## config.mk

```make
export PLATFORM = sky130hd
export DESIGN_NAME = pwm_led_bank
export DESIGN_NICKNAME = d
export VERILOG_FILES = /design/src/rtl/pwm_led_bank.sv
export SDC_FILE = /design/constraint.sdc
export NUM_CORES = 1
export LEC_CHECK = 0
export CORE_MARGIN = 5
export CORE_UTILIZATION = 35
export CTS_CLUSTER_DIAMETER = 30
export CTS_CLUSTER_SIZE = 8
export DETAILED_ROUTE_END_ITERATION = 6
export HOLD_SLACK_MARGIN = 0.08
export PLACE_DENSITY = 0.62
export SETUP_SLACK_MARGIN = 0.4
export SYNTH_ARGS = -nofsm -noshare
export SYNTH_HDL_FRONTEND = slang
export SYNTH_SLANG_ARGS = --single-unit
```

## constraint.sdc

```tcl
create_clock -name clk -period 3.2 [get_ports clk]
set_input_delay 0.32 -clock clk [delete_from_list [all_inputs] [get_ports clk]]
set_output_delay 0.32 -clock clk [all_outputs]
set_load 0.02 [all_outputs]
```

## src/rtl/pwm_led_bank.sv

```systemverilog
// Multi-channel PWM/LED driver on the picorv32 native memory bus.
// Programmable prescaler, shadowed per-channel duty registers and a period-wrap interrupt.
module pwm_led_bank #(
    parameter int unsigned CHANNELS      = 8,
    parameter int unsigned PWM_BITS      = 8,
    parameter int unsigned PRESCALE_BITS = 16
) (
    input  logic                clk,
    input  logic                resetn,
    input  logic                enable,
    input  logic                mem_valid,
    output logic                mem_ready,
    input  logic [31:0]         mem_addr,
    input  logic [31:0]         mem_wdata,
    input  logic [3:0]          mem_wstrb,
    output logic [31:0]         mem_rdata,
    output logic [CHANNELS-1:0] pwm_out,
    output logic                irq_wrap
);

    localparam logic [4:0]          REG_CTRL     = 5'd0;
    localparam logic [4:0]          REG_PRESCALE = 5'd1;
    localparam logic [4:0]          REG_COUNT    = 5'd2;
    localparam logic [4:0]          REG_DUTY0    = 5'd4;
    localparam logic [PWM_BITS-1:0] COUNT_MAX    = '1;

    logic                     run;
    logic                     invert;
    logic [PRESCALE_BITS-1:0] prescale;
    logic [PRESCALE_BITS-1:0] prescale_nxt;
    logic [PRESCALE_BITS-1:0] pre_cnt;
    logic [PWM_BITS-1:0]      count;
    logic [PWM_BITS-1:0]      shadow     [CHANNELS];
    logic [PWM_BITS-1:0]      shadow_nxt [CHANNELS];
    logic [PWM_BITS-1:0]      active     [CHANNELS];

    logic        accept;
    logic        wr_en;
    logic        ctrl_we;
    logic [4:0]  word;
    logic [31:0] wmask;
    logic        tick;
    logic        wrap_tick;
    logic [31:0] rd_val;
    logic        unused_bits;

    assign accept    = mem_valid & enable & ~mem_ready;
    assign wr_en     = accept & (|mem_wstrb);
    assign word      = mem_addr[6:2];
    assign ctrl_we   = wr_en && (word == REG_CTRL) && mem_wstrb[0];
    assign wmask     = {{8{mem_wstrb[3]}}, {8{mem_wstrb[2]}}, {8{mem_wstrb[1]}}, {8{mem_wstrb[0]}}};
    assign tick      = run && (pre_cnt == prescale);
    assign wrap_tick = tick && (count == COUNT_MAX);

    assign unused_bits = ^{mem_addr[31:7], mem_addr[1:0], mem_wdata, wmask};

    always_comb begin
        prescale_nxt = prescale;
        if (wr_en && (word == REG_PRESCALE)) begin
            prescale_nxt = (prescale & ~wmask[PRESCALE_BITS-1:0])
                         | (mem_wdata[PRESCALE_BITS-1:0] & wmask[PRESCALE_BITS-1:0]);
        end
    end

    // Shadow next-state is shared with the active-duty load so a write landing on a wrap tick takes effect.
    always_comb begin
        for (int unsigned i = 0; i < CHANNELS; i++) begin
            shadow_nxt[i] = shadow[i];
            if (wr_en && (word == REG_DUTY0 + 5'(i))) begin
                shadow_nxt[i] = (shadow[i] & ~wmask[PWM_BITS-1:0])
                              | (mem_wdata[PWM_BITS-1:0] & wmask[PWM_BITS-1:0]);
            end
        end
    end

    always_comb begin
        rd_val = '0;
        case (word)
            REG_CTRL:     rd_val = {30'd0, invert, run};
            REG_PRESCALE: rd_val = 32'(prescale);
            REG_COUNT:    rd_val = 32'(count);
            default:      ;
        endcase
        for (int unsigned i = 0; i < CHANNELS; i++) begin
            if (word == REG_DUTY0 + 5'(i)) rd_val = 32'(shadow[i]);
        end
    end

    always_ff @(posedge clk or negedge resetn) begin
        if (!resetn) begin
            mem_ready <= 1'b0;
            mem_rdata <= '0;
            run       <= 1'b0;
            invert    <= 1'b0;
            prescale  <= '0;
            pre_cnt   <= '0;
            count     <= '0;
            irq_wrap  <= 1'b0;
            pwm_out   <= '0;
            for (int unsigned i = 0; i < CHANNELS; i++) begin
                shadow[i] <= '0;
                active[i] <= '0;
            end
        end else begin
            mem_ready <= accept;
            mem_rdata <= accept ? rd_val : '0;
            if (ctrl_we) {invert, run} <= mem_wdata[1:0];
            prescale <= prescale_nxt;

            if (!run) begin
                pre_cnt <= '0;
                count   <= '0;
            end else if (tick) begin
                pre_cnt <= '0;
                count   <= count + PWM_BITS'(1);
            end else begin
                pre_cnt <= pre_cnt + PRESCALE_BITS'(1);
            end

            irq_wrap <= wrap_tick;

            for (int unsigned i = 0; i < CHANNELS; i++) begin
                shadow[i] <= shadow_nxt[i];
                if (!run || wrap_tick) active[i] <= shadow_nxt[i];
                pwm_out[i] <= run ? ((count < active[i]) ^ invert) : invert;
            end
        end
    end

endmodule

```

Yosys cells after proc, flatten, opt, wreduce, memory -nomap -nowiden
Cells that the tools add are included.
Cells by class
  add/subtract/negate cells: 2
  $lt $le $gt $ge: 8
  equal/unequal tests: 13
  mux-type cells: 30
  bitwise logic cells: 34
  reductions and logical operators: 17
Operators by type and width (count)
  $mux 32: 9
  $mux 8: 10
  $and 8x8->8: 9
  $lt 8x8->1: 8
  $or 8x8->8: 8
  $pmux 16 s3: 1
  $and 16x16->16: 2
  $mux 16: 2
  $eq 5x3->1 const B: 4
  $eq 5x4->1 const B: 4
  $add 16x1->16 const B: 1
  $eq 16x16->1: 1
  $not 16->16: 1
  $or 16x16->16: 1
  $logic_and 1x1->1: 13
  $add 8x1->8 const B: 1
  $eq 8x8->1 const B: 1
  $mux 1: 8
  $not 8->8: 1
  $xor 1x1->1: 8
  $eq 5x1->1 const B: 1
  $eq 5x2->1 const B: 1
  $logic_not 5->1: 1
  $reduce_or 4->1: 1
  5 further kinds: 7
Word-level totals
  bits in registers: 212
  bits of input ports: 72
  output and inout port bits: 42
  word-level logic and storage cells: 129

Longest topological paths before layout
Gate-level depths: netlist of run 1.
  word-level depth: 11
  mapped depth: 8
  depth with buffers taken out: 7

Worst setup path after synthesis of run 1
OpenSTA, ideal clock, no wires.
  kind: register to register
  start point: reg pre_cnt[6]
  end point: reg active[21] (netlist name)
  library setup time: 0.125 ns
  arrival time: 2.202 ns
  slack: 0.873 ns
  cell stages (with the launch flop): 7
  buffers on the path: 1
  path through: dfrtp_1 > xor2_1 > nor4_1 > nand4_1 > o31ai_4 > buf_6 > mux2_2
Between the ends
  word-level cells in the longest chain between the ends: 4
Ends and longest elaborated chain
  start, declared: line 31  | logic [PRESCALE_BITS-1:0] pre_cnt;
  start signal, assigned: line 117  | pre_cnt <= pre_cnt + PRESCALE_BITS'(1);
  $eq 16x16->1: line 52  | assign tick = run && (pre_cnt == prescale);
  $logic_and 1x1->1: line 52
  $logic_and 1x1->1: line 53  | assign wrap_tick = tick && (count == COUNT_MAX);
  $logic_or 1x1->1: line 124  | if (!run || wrap_tick) active[i] <= shadow_nxt[i];
  end signal, assigned by index: line 124
  end, declared: line 35  | logic [PWM_BITS-1:0] active [CHANNELS];
Every way passes these cells.
A chain may end at the register's enable or synchronous reset.

Worst setup path after layout of run 1
  start point: reg pre_cnt[7]
  end point: reg active[38] (netlist name)
The elaborated chain is that of the path after synthesis.

==> results of run 1 <==
-- sequential cells by signal, summed over array words and instances (netlist names), named ones only --
register and count:
irq_wrap 1, shadow 64, pre_cnt 16, count 8, mem_ready 1, pwm_out 8, mem_rdata 16, run 1
invert 1, active 64
-- power groups by stage --
stage          clock, mW  combinational [mW]  sequential [mW]
6_report            2.33               0.768             2.74
5_1_grt             2.46               0.852             2.76
4_1_cts             2.37               0.776             2.74
3_5_place_dp           0               0.769             2.79
3_3_place_gp           0               0.755             2.78
2_1_floorplan          0               0.499             2.76
-- synth_stat cells, drive strengths merged (2+ instances only) --
| cell | n |
|---|---|
| a211o | 8 |
| a211oi | 10 |
| a21boi | 2 |
| a21o | 10 |
| a21oi | 32 |
| a221oi | 5 |
| a22oi | 2 |
| a31oi | 4 |
| and2 | 17 |
| and3 | 3 |
| and3b | 2 |
| and4 | 4 |
| buf | 25 |
| clkbuf | 38 |
| dfrtp | 196 |
| ha | 58 |
| inv | 80 |
| mux2 | 130 |
| mux2i | 5 |
| nand2 | 101 |
| nand2b | 12 |
| nand3 | 45 |
| nand4 | 3 |
| nor2 | 44 |
| nor2b | 5 |
| nor3 | 20 |
| nor3b | 5 |
| nor4 | 7 |
| o2111a | 7 |
| o211ai | 3 |
| o21a | 18 |
| o21ai | 22 |
| o22ai | 4 |
| o31ai | 11 |
| o32ai | 2 |
| or2 | 2 |
| or3 | 4 |
| or3b | 2 |
| or4 | 3 |
| xnor2 | 5 |
| xor2 | 26 |
-- repair_timing --
| action | CTS | global route |
|---|---|---|
| hold buffers | 1 | 0 |
| endpoints found under the hold margin | 55 | 0 |
| setup endpoints to repair | 0 | 0 |
-- worst paths after layout --
path                            startpoint     endpoint  slack (ps)  cells past startpoint
worst max-delay path            pre_cnt[7]   active[38]         590                      6
worst min-delay path                resetn  pre_cnt[15]         400                      2
worst max register to register  pre_cnt[7]   active[38]         590                      6
worst min register to register  active[31]   active[31]         490                      1
max in group asynchronous           resetn   pwm_out[0]        1970                      3
min in group clk                active[31]   active[31]         490                      1
-- layout by cell type, fill, tap and decap left out, types with 5 or more instances in the layout --
cell type and n:
o2111a_1 7, o21ai_0 22, nor3_1 20, nand3_1 45, o31ai_1 10, clkbuf_16 17, a211o_1 8, xor2_1 26
xnor2_1 5, nor2b_1 5, a21oi_1 32, o21a_1 18, mux2_2 124, and2_1 16, mux2_1 6, clkinvlp_4 5
inv_1 80, conb_1 16, dfrtp_1 196, ha_1 58, clkdlybuf4s50_1 51, nand2_1 101, mux2i_1 5, a221oi_1 5
nor2_1 44, nand2b_1 12, buf_4 28, a21o_1 10, a211oi_1 10, nor4_1 7
-- cells by family after synthesis --
family          after synthesis
compound gates              146
mux                         136
simple gates                283
flops                       196
buf+inv                     143
other cells                   1
fa+ha+maj                    58
xor+xnor                     31
-- through the flow --
stage	instance area (um2)	total power, mW	setup WS (ps)	hold slack [ps]	cells
3_3_place_gp	11500	3.54	366	322	1419
2_1_floorplan	10500	3.26	873	24.4	1009
6_report	12100	5.84	586	403	1451
3_5_place_dp	11500	3.56	371	324	1419
4_1_cts	12100	5.89	595	423	1451
5_1_grt	12100	6.07	484	444	1451
-- worst reg2reg max path, stage by stage, from the launching register on --
cell	delay [ps]
dfrtp_1	430
xor2_1	190
nor4_1	380
nand4_1	300
o31ai_4	360
buf_12	330
mux2_2	490
-- cell type report --
| type | instances | share of cell area (%) |
|---|---|---|
| inverters | 80 | 2.48 |
| repair buffers | 84 | 6.64 |
| multi-input cells | 670 | 41.1 |
| well taps | 390 | 4.03 |
| clock buffers | 18 | 3.62 |
| clock inverters | 13 | 1.63 |
| flip-flops and latches | 196 | 40.5 |
-- per-layer routing --
layer	wire (um)	GRT usage, %	vias to the layer above
li1	-	-	3539
met1	12300	22.0	3664
met2	12500	26.4	234
met3	1820	3.95	37
met4	505	4.83	0
met5	0	0	-
==> qor.csv, run 1 <==
metric,value,unit
status,finished clean,
synthMuxAreaShare,14.7,%
worstHoldPathType,in -> async,
p_seq_share,46.9,%
internal_power,4.30,mW
grt_pass1_vias,7501,
wl_per_cell,18.7,um
synth_compound_area_share,9.73,%
die_h,183,um
final_hold_viol_count,0,
totalWireLength,27100,um
drc_errors,0,
grt_pass1_wl,42800,um
numCtsBuffers,17,
fin_crit_sh,81.7,%
cp.buffers_inverters,1,
io_pins,114,
areaGrowthSynthToFinish,15.7,%
grt_usage,16.4,%
vdd_drop_max,397,uV
fin_util,40.9,%
critPathSlowestCell,dfrtp_1,
final_max_slew_viol_count,0,
fp-row-count,63,
p_leak,5.89,nW
drive_gt1_share,18.5,%
htree_levels,4,
post-synth-top-area-cell,dfrtp_1,
cp.required,3520,ps
ant_nets,0,
diodes,0,
async_flop_share,100,%
ys_seq_elements,196,
die_area,33500,um2
finClkSkew,14.1,ps
dieWidth,183,um
yosysWarnings,0,
period_needed,2610,ps
cts_setup_buffers,0,
path_class,reg -> reg,
synth_adder_area_share,6.93,%
endpoint_kind,register,
start_util,35.4,%
port_buffers,52,
cpLargestDelayFamily,simple AND/OR/NAND/NOR gates,
worstPathCellList,"xor2_1, nor4_1, nand4_1, o31ai_4, buf_12, mux2_2",
avgViaCountPerCell,5.15,
cpPeakStageDelay,430,ps
fmax,383,MHz
cts_root_buf,clkbuf_16,
num_vias,7474,
multi_input_area,4990,um2
p_per_area,482,nW/um2
yosysSeqAreaShare,46.8,%
grt_overflow,0,
cts_max_path_buffers,2,
syn_area,10500,um2
cp.arrival,2930,ps
fill_cells,2838,
yosysUniqueCellTypes,60,
power_frac_clock,39.9,%
path_clk_slew,80,ps
yosys_most_used_dff,dfrtp_1,
synth_top_family_by_area,multiplexers,
final.setup.tns,0,ps
synth_area_leaders,"dfrtp_1 (47%), mux2_2 (13%), ha_1 (6.9%)",
cap_viol_max_count,0,
tritoncts,yes,
tightest_slew,951,ps
swShare,26.4,%
synth_top_area_share,46.8,%
cts.repair.resized,0,
postSynthAreaPerCell,10.5,um2
critPathLaunchType,register,
gp_congestion,0.929,
power_frac_comb,13.2,%
setup_viol,0,
rsz0062_at_grt,false,
maxSlewHeadroom,36.6,%
first_pass_iters,6,
clock_latency,440,ps
crit_fanout,64,
cts_sinks,196,
synthXorXnorAreaFrac,2.59,%
dp_hpwl,19300,um
grt_antenna_before_repair,0,
drt_iter0_markers,598,
grt_max_degree,81,
synth_edf_count,0,
synthCells,994,
core-area,29600,um2
seqCellArea,4900,um2
fin_nets,1179,
p_sw,1.54,mW
synth_simple_gate_area_share,13.1,%
(Power assumes the default switching activity.)
==> inputs of run 2 (changes only) <==
--- a/config.mk
+++ b/config.mk
@@ -11,7 +11,7 @@
 export CTS_CLUSTER_SIZE = 8
 export DETAILED_ROUTE_END_ITERATION = 6
 export HOLD_SLACK_MARGIN = 0.08
-export PLACE_DENSITY = 0.62
+export PLACE_DENSITY = 0.64
 export SETUP_SLACK_MARGIN = 0.4
 export SYNTH_ARGS = -nofsm -noshare
 export SYNTH_HDL_FRONTEND = slang
==> constraint.sdc (replaced) <==
create_clock -name clk -period 2.4 [get_ports clk]
set_input_delay 0.24 -clock clk [delete_from_list [all_inputs] [get_ports clk]]
set_output_delay 0.24 -clock clk [all_outputs]
set_load 0.02 [all_outputs]
==> run 2 against run 1 <==
Effect of this change:
- global-route usage grew 0.64 points
- critical path depth grew 3
- clock-buffer cell count shrank 1
- first-iteration DRC count grew 1.5%
- via count grew 5.6%
- non-clock buffer count grew 57
- register-to-register slack lost 570 ps
- clock power grew 21%
- worst setup slack lost 570 ps
- combinational power grew 80%
- highest routed layer unchanged
==> qor.csv, run 2 (synthesis results as in run 1) <==
metric,value,unit,change
power_frac_clock,35.8,%,-4.1 points
power_frac_comb,17.6,%,+4.4 points
endpoint,active[6],,
final_cell_mix,"dfrtp_1 (193), nand2_1 (98), mux2_2 (88)",,
core-area,29600,um2,unchanged
critPathLaunchType,register,,
fp-row-count,63,,unchanged
htree_levels,4,,unchanged
p_total,7.85,mW,+34%
drive_gt1_share,27.1,%,+8.6 points
port_buffers,52,,unchanged
fmax,420,MHz,+9.6%
final_max_slew_viol_count,0,,unchanged
ant_nets,0,,unchanged
internal_power,5.63,mW,+31%
path_clk_slew,80,ps,about the same
tritoncts,yes,,
dieWidth,183,um,unchanged
grt_max_degree,66,,-19%
final_hold_viol_count,0,,unchanged
cts_root_buf,clkbuf_16,,
fin_nets,1236,,+4.8%
grt_antenna_before_repair,0,,unchanged
die_area,33500,um2,unchanged
reg_top3,"active (64), shadow (64)",,
drt_iter0_markers,607,,+1.5%
maxSlewHeadroom,49.8,%,+13 points
endpoint_kind,register,,
p_sw,2.21,mW,+43%
grt_usage,17.0,%,+0.64 points
grt_pass1_wl,44100,um,+3.1%
numCtsBuffers,17,,unchanged
tightest_slew,750,ps,-200 ps
fin_util,44.5,%,+3.6 points
wl_per_cell,19.9,um,+6.5%
stdcell_count,1509,,+4.0%
num_vias,7892,,+5.6%
die_h,183,um,unchanged
cp.arrival,2710,ps,-220 ps
period_needed,2380,ps,-230 ps
gp_congestion,0.924,,-0.60%
grt_pass1_vias,7616,,+1.5%
dp_hpwl,20100,um,+4.1%
gr-usage-met1,23.8,%,+1.8 points
areaGrowthSynthToFinish,25.8,%,
grt_use_met2,26.8,%,+0.40 points
clock_latency,440,ps,about the same
crit_fanout,6,,-91%
totalWireLength,30000,um,+11%
status,finished clean,,
start_util,35.4,%,unchanged
avgViaCountPerCell,5.23,,+1.5%
r2r_slack,20,ps,-570 ps
r2r-start,pre_cnt[12],,
final_common_cell,dfrtp_1,,
whs,365,ps,-37.6 ps
timing.rr.end,active[6],,
rsz0062_at_grt,true,,
finClkSkew,14.3,ps,+0.208 ps
p_per_area,595,nW/um2,+23%
setup_viol,0,,unchanged
fin_crit_sh,99.3,%,+18 points
reg2reg_depth,9,,+3
cts_sinks,196,,unchanged
cp.required,2720,ps,-800 ps
path_class,reg -> reg,,
vdd_drop_max,520,uV,+31%
grt_overflow,0,,unchanged
dp.cells,1450,,+2.2%
io_pins,114,,unchanged
p_leak,6.45,nW,+9.5%
final.setup.tns,0,ps,unchanged
p_seq_share,46.5,%,-0.4 points
cap_viol_max_count,0,,unchanged
drc_errors,0,,unchanged
diodes,0,,unchanged
first_pass_iters,5,,-1
gr-usage-met3,3.27,%,-0.67 points
swShare,28.2,%,+1.8 points
setup.worst_path.start,pre_cnt[12],,
cts_max_path_buffers,2,,unchanged
busiest_layer,met2,,
worstHoldPathType,in -> async,,
run 2: how the worst min path moves through the flow:
stage | from | endpoint | slack, ps | cells past startpoint
5_1_grt | resetn | async pin | 390 | 2
2_1_floorplan | resetn | async pin | -60 | 0
6_report | resetn | async pin | 360 | 2
3_5_place_dp | resetn | async pin | 290 | 1
4_1_cts | resetn | async pin | 390 | 2
3_3_place_gp | resetn | async pin | 290 | 1
run 2: per-layer routing:
metal	wire (um)	share of wire [%]
met3	1590	5.3
met2	14200	47
met5	0	0
met4	696	2.3
met1	13500	45
run 2: stage by stage:
step	instance area (um2)	setup WS (ps)
6_report	13200	16.4
5_1_grt	13200	-54.9
4_1_cts	12500	31.5
3_5_place_dp	11800	-63.5
3_3_place_gp	11800	-55.3
2_1_floorplan	10500	162
run 2: cell type report:
| cell class | count | area, um2 |
|---|---|---|
| clock buffer | 17 | 425 |
| clock inverter | 15 | 148 |
| fill | 2759 | 16500 |
| inverter | 80 | 300 |
| multi-input combinational | 670 | 5380 |
| sequential | 196 | 4910 |
| tap | 390 | 488 |
| timing repair buffer | 141 | 1530 |
run 2: power groups by stage:
stage,combinational [mW],clock [mW],sequential [mW]
after floorplan,0.666,0,3.68
after global placement,1.07,0,3.70
after detailed placement,1.09,0,3.71
after CTS,1.16,2.86,3.64
after global routing,1.50,3.00,3.67
final,1.38,2.81,3.65
run 2: repair_timing:
| action | 4_1_cts | 5_1_grt |
|---|---|---|
| hold buffers | 1 | 0 |
| setup buffers | 4 | 11 |
| hold endpoints to repair | 61 | 0 |
| pin swaps | 0 | 22 |
| cloned | 3 | 8 |
| setup endpoints to repair | 77 | 102 |
| gates resized for setup | 17 | 97 |
run 2: critical path: stages (launching register included):
cell and delay [ps]:
dfrtp_2 430, xor2_1 180, nor4_2 330, nand4_1 170, buf_6 170, o31ai_4 170, buf_6 160, buf_12 160
clkbuf_16 160, mux2_2 330
==> inputs of run 3 (changes only) <==
--- a/config.mk
+++ b/config.mk
@@ -12,6 +12,7 @@
 export DETAILED_ROUTE_END_ITERATION = 6
 export HOLD_SLACK_MARGIN = 0.08
 export PLACE_DENSITY = 0.64
+export REMOVE_ABC_BUFFERS = 1
 export SETUP_SLACK_MARGIN = 0.4
 export SYNTH_ARGS = -nofsm -noshare
 export SYNTH_HDL_FRONTEND = slang
==> run 3 against run 2 <==
Effect of this change:
- clock skew rose by 2.5 ps
- total power rose by 0.90%
- first-iteration DRC count rose by 18%
- clock-buffer cell count rose by 1
- highest routed layer unchanged
- non-clock buffer count rose by 13
- final cell count rose by 0.86%
- routed wire length fell by 4.0%
- flip-flop and latch count did not move
==> qor.csv, run 3 (synthesis results as in run 1) <==
metric,value,unit,change
status,finished clean,,
diodes,0,,unchanged
drive_gt1_share,27.7,%,+0.66 points
tightest_slew,1090,ps,+340 ps
ant_nets,0,,unchanged
path_class,reg -> reg,,
dpl_worst_slack,-212,ps,-149 ps
dp_hpwl,20000,um,-0.33%
htree_levels,4,,unchanged
path_clk_slew,80,ps,about the same
critPathSlowestCell,dfrtp_1,,
period_needed,2340,ps,-46.8 ps
dieWidth,183,um,unchanged
grt_use_met2,26.7,%,-0.18 points
grt_pass1_wl,44300,um,+0.30%
grt_max_degree,68,,+3.0%
fin_util,44.3,%,-0.20 points
drt_iter0_markers,719,,+18%
die_h,183,um,unchanged
tritoncts,yes,,
p_per_area,603,nW/um2,+1.4%
gr-usage-met3,3.41,%,+0.14 points
die_area,33500,um2,unchanged
cap_viol_max_count,0,,unchanged
worstPathCellList,"xor2_1, nor4_1, nand4_1, buf_6, o31ai_4, buf_12, buf_12, mux2_2",,
cpPeakStageDelay,410,ps,-20 ps
drc_errors,0,,unchanged
grt_pass1_vias,7935,,+4.2%
port_buffers,52,,unchanged
gr-usage-met1,23.8,%,about the same
first_pass_iters,5,,unchanged
core-area,29600,um2,unchanged
fill_cells,2747,,-0.43%
multi_input_area,5310,um2,-1.3%
final_area,13100,um2,-0.46%
fmax,428,MHz,+2.0%
setup_ws,63.1,ps,+46.8 ps
cts_sinks,196,,unchanged
reg_top3,"active (64), shadow (64)",,
cp.required,2720,ps,about the same
whs,395,ps,+30.1 ps
crit_fanout,16,,+10
r2r_slack,60,ps,+50 ps
numCtsBuffers,17,,unchanged
fp-row-count,63,,unchanged
areaGrowthSynthToFinish,25.2,%,
clock_latency,440,ps,about the same
gp_congestion,0.924,,about the same
wl_per_cell,18.9,um,-4.8%
busiest_layer,met2,,
seqCellArea,4910,um2,about the same
vdd_drop_max,521,uV,+0.19%
totalWireLength,28800,um,-4.0%
start_util,35.4,%,unchanged
grt_usage,16.9,%,-0.12 points
path_common_cell,buf_12,,
cp.arrival,2660,ps,-50 ps
maxSlewHeadroom,27.3,%,-23 points
cts_root_buf,clkbuf_16,,
grt_antenna_before_repair,0,,unchanged
rsz0062_at_grt,true,,
worstHoldPathType,in -> async,,
final_cell_mix,"dfrtp_1 (192), mux2_2 (110), nand2_1 (99)",,
num_vias,7915,,+0.29%
avgViaCountPerCell,5.20,,-0.57%
final_hold_viol_count,0,,unchanged
final_common_cell,dfrtp_1,,
dpl_cell_area,11900,um2,+1.1%
finClkSkew,16.8,ps,+2.46 ps
fin_crit_sh,97.4,%,-1.9 points
setup_viol,0,,unchanged
fin_nets,1249,,+1.1%
final_max_slew_viol_count,0,,unchanged
p_leak,6.39,nW,-0.93%
critPathLaunchType,register,,
endpoint_kind,register,,
final.setup.tns,0,ps,unchanged
grt_overflow,0,,unchanged
cts_max_path_buffers,2,,unchanged
io_pins,114,,unchanged
## run 3: per-stage QoR
stage	instances	total power, mW
after floorplan	946	4.27
after global placement	1466	4.80
after detailed placement	1466	4.83
after CTS	1504	7.79
after global routing	1522	8.25
final	1522	7.92
## run 3: worst paths after layout
check,startpoint,end,depth (start not counted)
setup / recovery,pre_cnt[5],active[4],8
hold / removal,resetn,pre_cnt[0],2
setup reg to reg,pre_cnt[5],active[4],8
hold reg to reg,active[31],active[31],1
max in group asynchronous,resetn,async pin,3
min in group clk,mem_wdata[14],register,2
## run 3: area by class of cell
class | instances | share of cell area, %
timing repair buffer | 154 | 11.5
sequential | 196 | 37.4
tap | 390 | 3.72
clock inverter | 14 | 1.25
clock buffer | 18 | 3.35
inverter | 80 | 2.29
multi-input combinational | 670 | 40.5
## run 3: worst max-delay path: cells and delay by family, from the launching register on
| family | cells | cell delay [ps] |
|---|---|---|
| AOI/OAI and AO/OA | 1 | 240 |
| DFF | 1 | 410 |
| xor gates and xnor gates | 1 | 170 |
| buffers and inverters | 3 | 530 |
| muxes | 1 | 350 |
| and+or+nand+nor | 2 | 520 |
## run 3: what timing repair did
| action | 4_1_cts | 5_1_grt |
|---|---|---|
| hold buffers | 1 | 0 |
| gates resized for setup | 29 | 63 |
| pin swaps | 5 | 23 |
| endpoints found under the setup margin | 84 | 101 |
| buffers inserted | 4 | 16 |
| gates cloned | 1 | 2 |
| hold endpoints to repair | 61 | 0 |
## run 3: report_power, final
group,total [mW],switching (mW),internal [mW],leakage (nW)
logic,1.36,0.715,0.645,3.42
clock network,2.91,1.40,1.51,0.292
registers,3.64,0.131,3.51,2.68
total,7.92,2.25,5.67,6.39
## run 3: metal layers
| metal | wire length, um | vias up |
|---|---|---|
| met3 | 1620 | 39 |
| met4 | 473 | 0 |
| li1 | - | 3671 |
| met1 | 13100 | 3976 |
| met2 | 13600 | 229 |
| met5 | 0 | - |
